==> src/rtl/ds_scoreboard.sv <==
// Decode-stage register scoreboard: tracks in-flight GPR writes with per-register
// counters and resolves rs/rt operands from prioritised forwarding sources.
module ds_scoreboard #(
    parameter int NUM_FWD = 3,
    parameter int CNT_W   = 2,
    parameter int DATA_W  = 32
) (
    input  logic                      clk,
    input  logic                      reset,
    input  logic                      flush,
    input  logic                      ds_valid,
    input  logic                      es_allowin,
    input  logic [4:0]                ds_rs,
    input  logic [4:0]                ds_rt,
    input  logic                      ds_rs_used,
    input  logic                      ds_rt_used,
    input  logic                      ds_gr_we,
    input  logic [4:0]                ds_dest,
    input  logic [DATA_W-1:0]         rf_rdata1,
    input  logic [DATA_W-1:0]         rf_rdata2,
    input  logic [NUM_FWD-1:0]        fwd_valid,
    input  logic [NUM_FWD-1:0]        fwd_ready,
    input  logic [NUM_FWD*5-1:0]      fwd_addr,
    input  logic [NUM_FWD*DATA_W-1:0] fwd_data,
    input  logic                      retire_valid,
    input  logic [4:0]                retire_addr,
    output logic [DATA_W-1:0]         rs_value,
    output logic [DATA_W-1:0]         rt_value,
    output logic                      ds_stall,
    output logic                      ds_fire,
    output logic                      busy,
    output logic                      underflow_err
);

    localparam logic [CNT_W-1:0] CNT_MAX = '1;

    typedef struct packed {
        logic [DATA_W-1:0] value;
        logic              unresolved;
    } operand_t;

    // Entry 0 exists only to keep indexing uniform; it is held at zero.
    logic [CNT_W-1:0] cnt      [32];
    logic [CNT_W-1:0] cnt_next [32];
    logic             busy_next;
    logic             underflow_next;

    logic [CNT_W-1:0] pend_rs;
    logic [CNT_W-1:0] pend_rt;
    logic [CNT_W-1:0] pend_dest;
    operand_t         rs_res;
    operand_t         rt_res;
    logic             dest_full;
    logic             do_inc;
    logic             do_dec;

    // The lowest matching source wins outright, even when it is not ready yet.
    function automatic operand_t resolve(input logic [4:0]        addr,
                                         input logic [DATA_W-1:0] rf_data,
                                         input logic [CNT_W-1:0]  pend);
        operand_t res;
        logic     hit;
        res.value      = rf_data;
        res.unresolved = (pend != '0);
        hit            = 1'b0;
        for (int i = 0; i < NUM_FWD; i++) begin
            if (!hit && fwd_valid[i] && (fwd_addr[i*5 +: 5] == addr)) begin
                hit            = 1'b1;
                res.value      = fwd_data[i*DATA_W +: DATA_W];
                res.unresolved = !fwd_ready[i];
            end
        end
        if (addr == 5'd0) begin
            res.value      = '0;
            res.unresolved = 1'b0;
        end
        return res;
    endfunction

    // While reset is high the counters are treated as already cleared.
    always_comb begin
        pend_rs   = reset ? '0 : cnt[ds_rs];
        pend_rt   = reset ? '0 : cnt[ds_rt];
        pend_dest = reset ? '0 : cnt[ds_dest];
    end

    always_comb begin
        rs_res = resolve(ds_rs, rf_rdata1, pend_rs);
        rt_res = resolve(ds_rt, rf_rdata2, pend_rt);
    end

    assign rs_value = rs_res.value;
    assign rt_value = rt_res.value;

    // A full counter may still accept a write when the same register retires now.
    assign dest_full = ds_gr_we && (ds_dest != 5'd0) && (pend_dest == CNT_MAX)
                       && !(retire_valid && (retire_addr == ds_dest));

    assign ds_stall = ds_valid && ((ds_rs_used && rs_res.unresolved) ||
                                   (ds_rt_used && rt_res.unresolved) ||
                                   dest_full);
    assign ds_fire  = ds_valid && !ds_stall && es_allowin;

    assign do_inc = ds_fire && ds_gr_we && (ds_dest != 5'd0);
    assign do_dec = retire_valid && (retire_addr != 5'd0);

    // NOTE: every target is assigned a default first so no path can infer a latch;
    // blocking assignments are correct here because this block is purely combinational.
    always_comb begin
        cnt_next       = cnt;
        underflow_next = underflow_err;
        busy_next      = 1'b0;
        for (int r = 1; r < 32; r++) begin
            logic inc_hit;
            logic dec_hit;
            inc_hit = do_inc && (ds_dest == 5'(r));
            dec_hit = do_dec && (retire_addr == 5'(r));
            if (dec_hit && (cnt[r] == '0)) begin
                underflow_next = 1'b1;
            end
            if (inc_hit && !dec_hit) begin
                cnt_next[r] = cnt[r] + 1'b1;
            end else if (dec_hit && !inc_hit && (cnt[r] != '0)) begin
                cnt_next[r] = cnt[r] - 1'b1;
            end
        end
        if (flush) begin
            for (int r = 0; r < 32; r++) begin
                cnt_next[r] = '0;
            end
        end
        cnt_next[0] = '0;
        for (int r = 1; r < 32; r++) begin
            busy_next = busy_next | (cnt_next[r] != '0);
        end
    end

    // NOTE: the counter array is control state, so every entry is reset explicitly
    // rather than left to power-up values; state uses non-blocking assignments only.
    always_ff @(posedge clk) begin
        if (reset) begin
            for (int r = 0; r < 32; r++) begin
                cnt[r] <= '0;
            end
            busy          <= 1'b0;
            underflow_err <= 1'b0;
        end else begin
            cnt           <= cnt_next;
            busy          <= busy_next;
            underflow_err <= underflow_next;
        end
    end

endmodule

==> config.mk <==
export PLATFORM = sky130hd
export DESIGN_NAME = ds_scoreboard
export DESIGN_NICKNAME = d
export VERILOG_FILES = /design/src/rtl/ds_scoreboard.sv
export SDC_FILE = /design/constraint.sdc
export NUM_CORES = 1
export LEC_CHECK = 0
export ABC_CLOCK_PERIOD_IN_PS = 6100
export CORE_MARGIN = 2
export CORE_UTILIZATION = 47
export DETAILED_ROUTE_END_ITERATION = 7
export PLACE_DENSITY = 0.87
export SETUP_SLACK_MARGIN = 0.5
export SLEW_MARGIN = 20
export SYNTH_ARGS = -nofsm -noshare
export SYNTH_HDL_FRONTEND = slang
export SYNTH_SLANG_ARGS = --single-unit
==> constraint.sdc <==
create_clock -name clk -period 6.1 [get_ports clk]
set_input_delay 0.61 -clock clk [delete_from_list [all_inputs] [get_ports clk]]
set_output_delay 0.61 -clock clk [all_outputs]
set_load 0.02 [all_outputs]
### Word-level counts from Yosys, hierarchy flattened

Index checks and enable logic that the tools add are counted.

* add/sub/neg operators: 62
* order comparisons: 3
* eq/ne operators: 70
* multiplexer cells: 118
* bitwise operators: 33
* reductions and logical operators: 381

Operators by type and width (count)
* $mux W33: 8
* $logic_and A1 B1 Y1: 208
* $eq A5 B5 Y1 const B: 32
* $mux W2: 71
* $reduce_bool A2 Y1: 64
* $eq A5 B4 Y1 const B: 16
* $logic_not A1 Y1: 71
* $add A2 B1 Y2 const B: 31
* $logic_not A2 Y1: 31
* $mux W62: 1
* $sub A2 B1 Y2 const B: 31
* $eq A5 B3 Y1 const B: 8
* $eq A5 B5 Y1: 7
* $mux W1: 35
* $reduce_bool A31 Y1: 1
* $bmux W2 S5: 3
* $or A1 B1 Y1: 30
* $eq A5 B2 Y1 const B: 4
* $ge A6 B6 Y1 const B: 3
* $not A5 Y6: 3
* $eq A5 B1 Y1 const B: 2
* $logic_not A5 Y1: 2
* $reduce_bool A5 Y1: 2
* $eq A2 B2 Y1 const B: 1
* $logic_or A1 B1 Y1: 2

* flip-flop bits (word level): 64
* logic and storage cells: 700

### Logic depth before layout (Yosys ltp)

Gate-level depths: netlist of the first run.

* depth after elaboration: 59
* gate-level depth with buffers: 19

### Worst setup path after synthesis of the first run

Ideal clock, no wire load.

* path type: input port to flip-flop
* start: in ds_rt[1]
* end: reg busy
* setup time: 133 ps
* arrival: 4253 ps
* setup slack: 1714 ps
* stages: 15
* buffers on the path: 2
* path through: buf_6 nor3_1 a211oi_1 or4_1 o31ai_2 a2bb2oi_2 o22ai_2 buf_6 nor3_1 mux2i_1 xnor2_1 or4b_1 or4_1 o41ai_1 a31oi_1

* word-level cells in the longest chain between the ends: 59
* elaborated cells between the ends (all ways): 311
* those cells by class: eq/ne: 3; mux: 73; bitwise: 31; reduce/logical: 204

RTL lines
* start, declared: RTL line 14 `input logic [4:0] ds_rt,`
* branches (longest 11 deep; another with $mux W33)
* $mux W33 (*): RTL line 73 `if (addr == 5'd0) begin`
* $logic_and A1 B1 Y1 (*): RTL line 100 `(ds_rt_used && rt_res.unresolved) ||`
* $logic_or A1 B1 Y1 (*): RTL line 99 `assign ds_stall = ds_valid && ((ds_rs_used && rs_res.unresolved) ||`
* $logic_or A1 B1 Y1 (*): RTL line 100
* $logic_and A1 B1 Y1 (*): RTL line 99
* $logic_not A1 Y1 (*): RTL line 102 `assign ds_fire = ds_valid && !ds_stall && es_allowin;`
* $logic_and A1 B1 Y1 (*) (2 in a row): RTL line 102
* [... 3 more ...]
* $logic_not A1 Y1: RTL line 123 `end else if (dec_hit && !inc_hit && (cnt[r] != '0)) begin`
* $logic_and A1 B1 Y1 (2 in a row): RTL line 123
* $mux W2: RTL line 123
* $mux W2: RTL line 121 `if (inc_hit && !dec_hit) begin`
* $mux W62 (*): RTL line 127 `if (flush) begin`
* $reduce_bool A2 Y1: RTL line 134 `busy_next = busy_next | (cnt_next[r] != '0);`
* $or A1 B1 Y1 (29 in a row): RTL line 134
* $or A1 B1 Y1 (*): RTL line 134
* end signal, assigned: RTL line 149 `busy <= busy_next;`
* end, declared: RTL line 31 `output logic busy,`

Mark *: on every way between the ends. The select of a mux whose other input is x is not followed.
A chain may end at the register's enable or synchronous reset.

### Final worst setup path of the first run

* start: in ds_rt[2]
* end: reg busy

The elaborated chain is that of the path after synthesis.

==> flow_summary.json, run 1 <==
{
  "max_slew.worst_pin.slew_ns": 0.929,
  "power_frac_comb_pct": 40.4,
  "fmax_mhz": 186,
  "cts_setup_buffers": 0,
  "drc": 2,
  "power.internal_uw": 1040,
  "avgSynthCellArea_um2": 6.64,
  "htree_levels": 3,
  "grt_pass1_vias": 11541,
  "core_region_area_um2": 19400,
  "cp_max_fo": 12,
  "fin_crit_sh_pct": 88.2,
  "root_buffer": "clkbuf_16",
  "rows": 51,
  "cts_sinks": 64,
  "port_buffers": 277,
  "arrival_ns": 5.60,
  "cts_buffers": 9,
  "synth.distinct_cells": 86,
  "slew_headroom_pct": 37.8,
  "ys_warn_count": 0,
  "vias": 12644,
  "wirelength_um": 47700,
  "drt_iter0_drc": 1881,
  "crit_type": "in2reg",
  "synth_top_flop_cell": "dfxtp_1",
  "synthTopCellsByCount": "nor2_1, nand2_1, a21oi_1",
  "crit_path_end_kind": "flop",
  "failed_checks": "DRC",
  "cts_tree": "yes",
  "hold_buffers": 0,
  "cap_violations": 0,
  "rsz0062_at_grt": "false",
  "finalNonFillerCells": 1909,
  "grt_pass1_wl_um": 68900,
  "hpwl_um": 37700,
  "switchingPower_uw": 543,
  "skew_ns": 0.00905,
  "ys_top_cells_by_area": "dfxtp_1, nor2_1, mux2i_1",
  "multi_input_area_um2": 7300,
  "switching_share_pct": 34.4,
  "finalInstanceArea_um2": 12700,
  "synth_edf_count": 0,
  "power_leakage_uw": 0.00459,
  "nets": 1878,
  "overflow": 0,
  "clkPwrFrac_pct": 32.9,
  "required_ns": 6.32,
  "drive_gt1_share_pct": 5.97,
  "routabilityCongestion": 1.06,
  "peakVddDrop_mv": 0.140,
  "synthCells": 1394,
  "ys_seq_area_share_pct": 13.8,
  "timing.final.crit_period_ns": 5.38,
  "tns_ns": 0,
  "dieArea_um2": 20800,
  "first_pass_iters": 8,
  "vias_per_cell": 6.62,
  "grt_max_degree": 65,
  "fillCellCount": 1781,
  "synth-seq-cells": 64,
  "cts.clk_slew.worst_paths_ns": 0.05,
  "dp_cells": 1891,
  "track_usage_pct": 43.9,
  "utilization_pct": 65.3,
  "die_height_um": 144,
  "synth_top_area_share_pct": 13.8,
  "area_growth_pct": 36.9,
  "seqCellArea_um2": 1280,
  "status": "complete, but fails checks",
  "drv_slew": 0,
  "cts_buffer_depth": 2,
  "placed_cell_area_um2": 12400,
  "synth_most_common_cell": "nor2_1",
  "ant_nets": 0,
  "synthArstFlopShare_pct": 0,
  "initial_core_util_pct": 47.7,
  "hold_viol": 0,
  "hp-class": "reg2reg",
  "power.density_nw_per_um2": 125,
  "fin_hold_ws_ns": 0.594,
  "grt_antenna_before_repair": 3,
  "r2r_slack_ns": 1.13,
  "die_x_um": 144,
  "insertion_delay_ns": 0.35,
  "yosysTopAreaCell": "dfxtp_1",
  "setup_viol": 0,
  "syn_nets": 1635,
  "startpoint_type": "input port",
  "wl_per_cell_um": 25.0,
  "boundaryPins": 278,
  "seqPwrFrac_pct": 26.7,
  "synthesis.area_um2": 9260
}
==> per-stage QoR <==
step / total power (µW) / setup WS [ns]
after floorplan: 718 / 1.71
after global placement: 1040 / 0.591
after detailed placement: 1050 / 0.444
after CTS: 1560 / 0.820
after global routing: 1630 / 0.555
final: 1580 / 0.721
==> critical path, cell delays in order <==
cell	delay [ns]
clkdlybuf4s50_1	0.72
nand2b_1	0.26
a211oi_1	0.07
or4_1	0.56
o31ai_2	0.24
a2bb2oi_2	0.24
o22ai_4	0.17
buf_4	0.21
or4_1	0.52
o211ai_2	0.10
o2111ai_1	0.23
or4b_1	0.57
or4_1	0.52
o41ai_1	0.45
a31oi_1	0.13
==> state kept, by name (all words and copies together) (netlist names) <==
name	flops
cnt	62
busy	1
underflow_err	1
==> final timing paths <==
kind	startpoint	end	cells past startpoint
max	ds_rt[2]	busy	15
min	cnt[18]	cnt[18]	2
max reg2reg	cnt[52]	busy	14
min reg2reg	cnt[18]	cnt[18]	2
==> final cells by class <==
cell class                 count  area share [%]
antenna                        3          0.0592
clock buffer                  13            2.21
clock inverter                 2          0.0987
inverter                      79            2.36
multi-input combinational   1157            57.6
sequential                    64            10.1
tap                          265            2.62
timing repair buffer         326            24.9
==> power groups by stage <==
stage / clock network [µW] / registers [µW] / logic (µW)
2_1_floorplan: 0 / 431 / 287
3_3_place_gp: 0 / 430 / 611
3_5_place_dp: 0 / 430 / 616
4_1_cts: 522 / 421 / 618
5_1_grt: 537 / 421 / 669
6_report: 520 / 421 / 638
==> metal layers <==
| layer | track usage [%] | vias to the layer above | wire length (µm) |
|---|---|---|---|
| li1 | - | 5632 | - |
| met4 | 24.6 | 0 | 3040 |
| met3 | 17.3 | 206 | 6960 |
| met2 | 65.5 | 1036 | 20200 |
| met1 | 53.8 | 5770 | 17500 |
| met5 | 0 | - | 0 |
==> cells in the final DEF, fill, tap and decap left out, types with 46 or more instances in the layout <==
cell,instances
a21oi_1,78
buf_4,48
inv_1,75
mux2i_1,72
nand3_1,47
clkdlybuf4s50_1,275
dfxtp_1,64
nand2_1,134
a211oi_1,46
nor2_1,241
nor3_1,71
==> logic make-up after synthesis <==
| logic type | share of synthesized area, % |
|---|---|
| AO/OA/AOI/OAI | 28.5 |
| XOR/XNOR | 5.11 |
| adder cells (fa/ha/maj) | 4.19 |
| buffers and inverters | 7.79 |
| flip-flops | 13.8 |
| multiplexers | 9.13 |
| AND/OR/NAND/NOR | 31.4 |
==> timing repair <==
action | 4_1_cts | 5_1_grt
resized for setup | 0 | 3
hold endpoints to repair | 0 | 0
endpoints found under the setup margin | 0 | 1
(Power assumes the default switching activity.)
==> run 2, diff against run 1 <==
CORE_MARGIN = unset   (was 2)
CTS_BUF_LIST = sky130_fd_sc_hd__clkbuf_2 sky130_fd_sc_hd__clkbuf_4 sky130_fd_sc_hd__clkbuf_8   (was unset)
==> run 2 against run 1 <==
  * The run now ends clean
  * Clock power down 27%
  * Count of clock-buffer cells in the layout decreased by 1
  * Combinational power up 3%
  * Core utilization grew 0.59 points
  * Critical path type is now in2out
  * Critical endpoint is now rs_value[13]
  * Largest cell class unchanged
  * Largest power group unchanged
==> flow_summary.json, run 2 (synthesized netlist as in run 1, its figures left out) <==
{
  "vias_per_cell": 6.74,
  "hold_path_end": "cnt[54]",
  "path_cells": "clkdlybuf4s50_1 -> xnor2_1 -> nand4_1 -> or2_2 -> nand2_1 -> o211ai_1 -> a21oi_1 -> clkdlybuf4s50_1",
  "vias": 12787,
  "fin_hold_ws_ns": 0.568,
  "slew_headroom_pct": 38.2,
  "hpwl_um": 39300,
  "tns_ns": 0,
  "insertion_delay_ns": 0.39,
  "dp_cells": 1882,
  "cts_tree": "yes",
  "seqPwrFrac_pct": 28.9,
  "clkPwrFrac_pct": 26.1,
  "rows": 50,
  "crit_path_end_kind": "output pin",
  "required_ns": 5.49,
  "power.density_nw_per_um2": 116,
  "root_buffer": "clkbuf_8",
  "finalNonFillerCells": 1898,
  "grt_pass1_vias": 11777,
  "die_height_um": 142,
  "hp-class": "reg2reg",
  "r2r_slack_ns": 1.11,
  "setup_viol": 0,
  "rsz0062_at_grt": "false",
  "boundaryPins": 278,
  "reg2reg_from": "cnt[42]",
  "power_frac_comb_pct": 45.1,
  "r2r_cells": 14,
  "skew_ns": 0.0115,
  "r2r_end": "busy",
  "final_common_cell": "clkdlybuf4s50_1",
  "switchingPower_uw": 564,
  "placed_cell_area_um2": 12300,
  "core_region_area_um2": 19000,
  "drive_gt1_share_pct": 5.68,
  "critPathBufInv": 2,
  "crit_top_cell": "clkdlybuf4s50_1",
  "startpoint_type": "input port",
  "fmax_mhz": 185,
  "cp_max_fo": 17,
  "power.internal_uw": 894,
  "peakVddDrop_mv": 0.126,
  "wirelength_um": 49700,
  "final_cell_mix": "clkdlybuf4s50_1, nor2_1, nand2_1, a21oi_1, inv_1",
  "multi_input_area_um2": 7290,
  "track_usage_pct": 47.6,
  "finalInstanceArea_um2": 12500,
  "switching_share_pct": 38.7,
  "ant_nets": 0,
  "overflow": 0,
  "fin_crit_sh_pct": 88.6,
  "dieArea_um2": 20300,
  "cts_buffers": 9,
  "utilization_pct": 65.9,
  "seqCellArea_um2": 1280,
  "hold_buffers": 0,
  "drc": 0,
  "cts.clk_slew.worst_paths_ns": 0.08,
  "max_slew.worst_pin.slew_ns": 0.923,
  "nets": 1874,
  "diodes": 0,
  "hold-path-cell-count": 2,
  "first_pass_iters": 6,
  "initial_core_util_pct": 48.7,
  "crit_type": "in2out",
  "fillCellCount": 1732,
  "status": "completed",
  "drt_iter0_drc": 1721,
  "grt_antenna_before_repair": 1,
  "wl_per_cell_um": 26.2,
  "cts_buffer_depth": 2,
  "area_growth_pct": 35.4,
  "cts_sinks": 64,
  "timing.final.crit_period_ns": 5.41,
  "power_leakage_uw": 0.00451,
  "worst_path_largest_cell_delay_ns": 0.85,
  "cts_resized": 0,
  "htree_levels": 3,
  "largestRegisters": "cnt: 62 flops, busy: 1 flops, underflow_err: 1 flops",
  "cp_slowest_cell": "clkdlybuf4s50_1",
  "die_x_um": 142,
  "grt_max_degree": 65,
  "routabilityCongestion": 1.14,
  "largest_register_ffs": 62,
  "min_from": "cnt[54]",
  "arrival_ns": 4.80,
  "hold_viol": 0,
  "cts_setup_buffers": 0,
  "grt_pass1_wl_um": 71400,
  "port_buffers": 277,
  "cap_violations": 0,
  "regMostFlops": "cnt",
  "crit_family": "buffers and inverters",
  "drv_slew": 0
}
run 2: cell type report:
cell class                      instances  area share, %
Multi-Input combinational cell       1157           58.2
Timing Repair Buffer                  322           25.1
Sequential cell                        64           10.2
Tap cell                              260           2.60
Inverter                               79           2.39
Clock buffer                           12           1.27
Clock inverter                          4          0.230
run 2: power by group through the flow:
stage               logic [µW]  registers [µW]  clock network, µW
floorplan                  287             431                  0
global placement           627             431                  0
detailed placement         632             431                  0
CTS                        635             421                378
global route               679             421                390
finish                     657             421                380
run 2: worst register-to-register path: cells and delay by family, from the launching register on:
kind | cells | cell delay, ns
AOI/OAI and AO/OA | 8 | 1.73
and+or+nand+nor | 5 | 2.54
buffers and inverters | 1 | 0.27
DFF | 1 | 0.34
run 2: metrics by stage:
stage / setup WS (ns) / power, µW
after floorplan: 1.71 / 718
after global placement: 0.537 / 1060
after detailed placement: 0.523 / 1060
after CTS: 0.907 / 1430
after global routing: 0.589 / 1490
final: 0.694 / 1460
run 2: worst max path at each step:
stage / endpoint / slack (ns) / depth (start not counted) / start
2_1_floorplan: busy / 1.71 / 15 / ds_rt[1]
3_3_place_gp: busy / 0.54 / 13 / ds_rt[2]
5_1_grt: busy / 0.59 / 15 / ds_rs[4]
4_1_cts: busy / 0.91 / 14 / ds_rt[2]
6_report: rs_value[13] / 0.69 / 8 / ds_rs[4]
3_5_place_dp: busy / 0.52 / 16 / ds_rt[0]
run 2: per-layer routing:
metal	track usage (%)	vias up	part of all wire (%)
met4	30.1	2	7.2
met1	55.9	5940	36
met3	17.9	227	15
met2	73.0	1008	43
li1	-	5610	-
met5	0	-	0.016
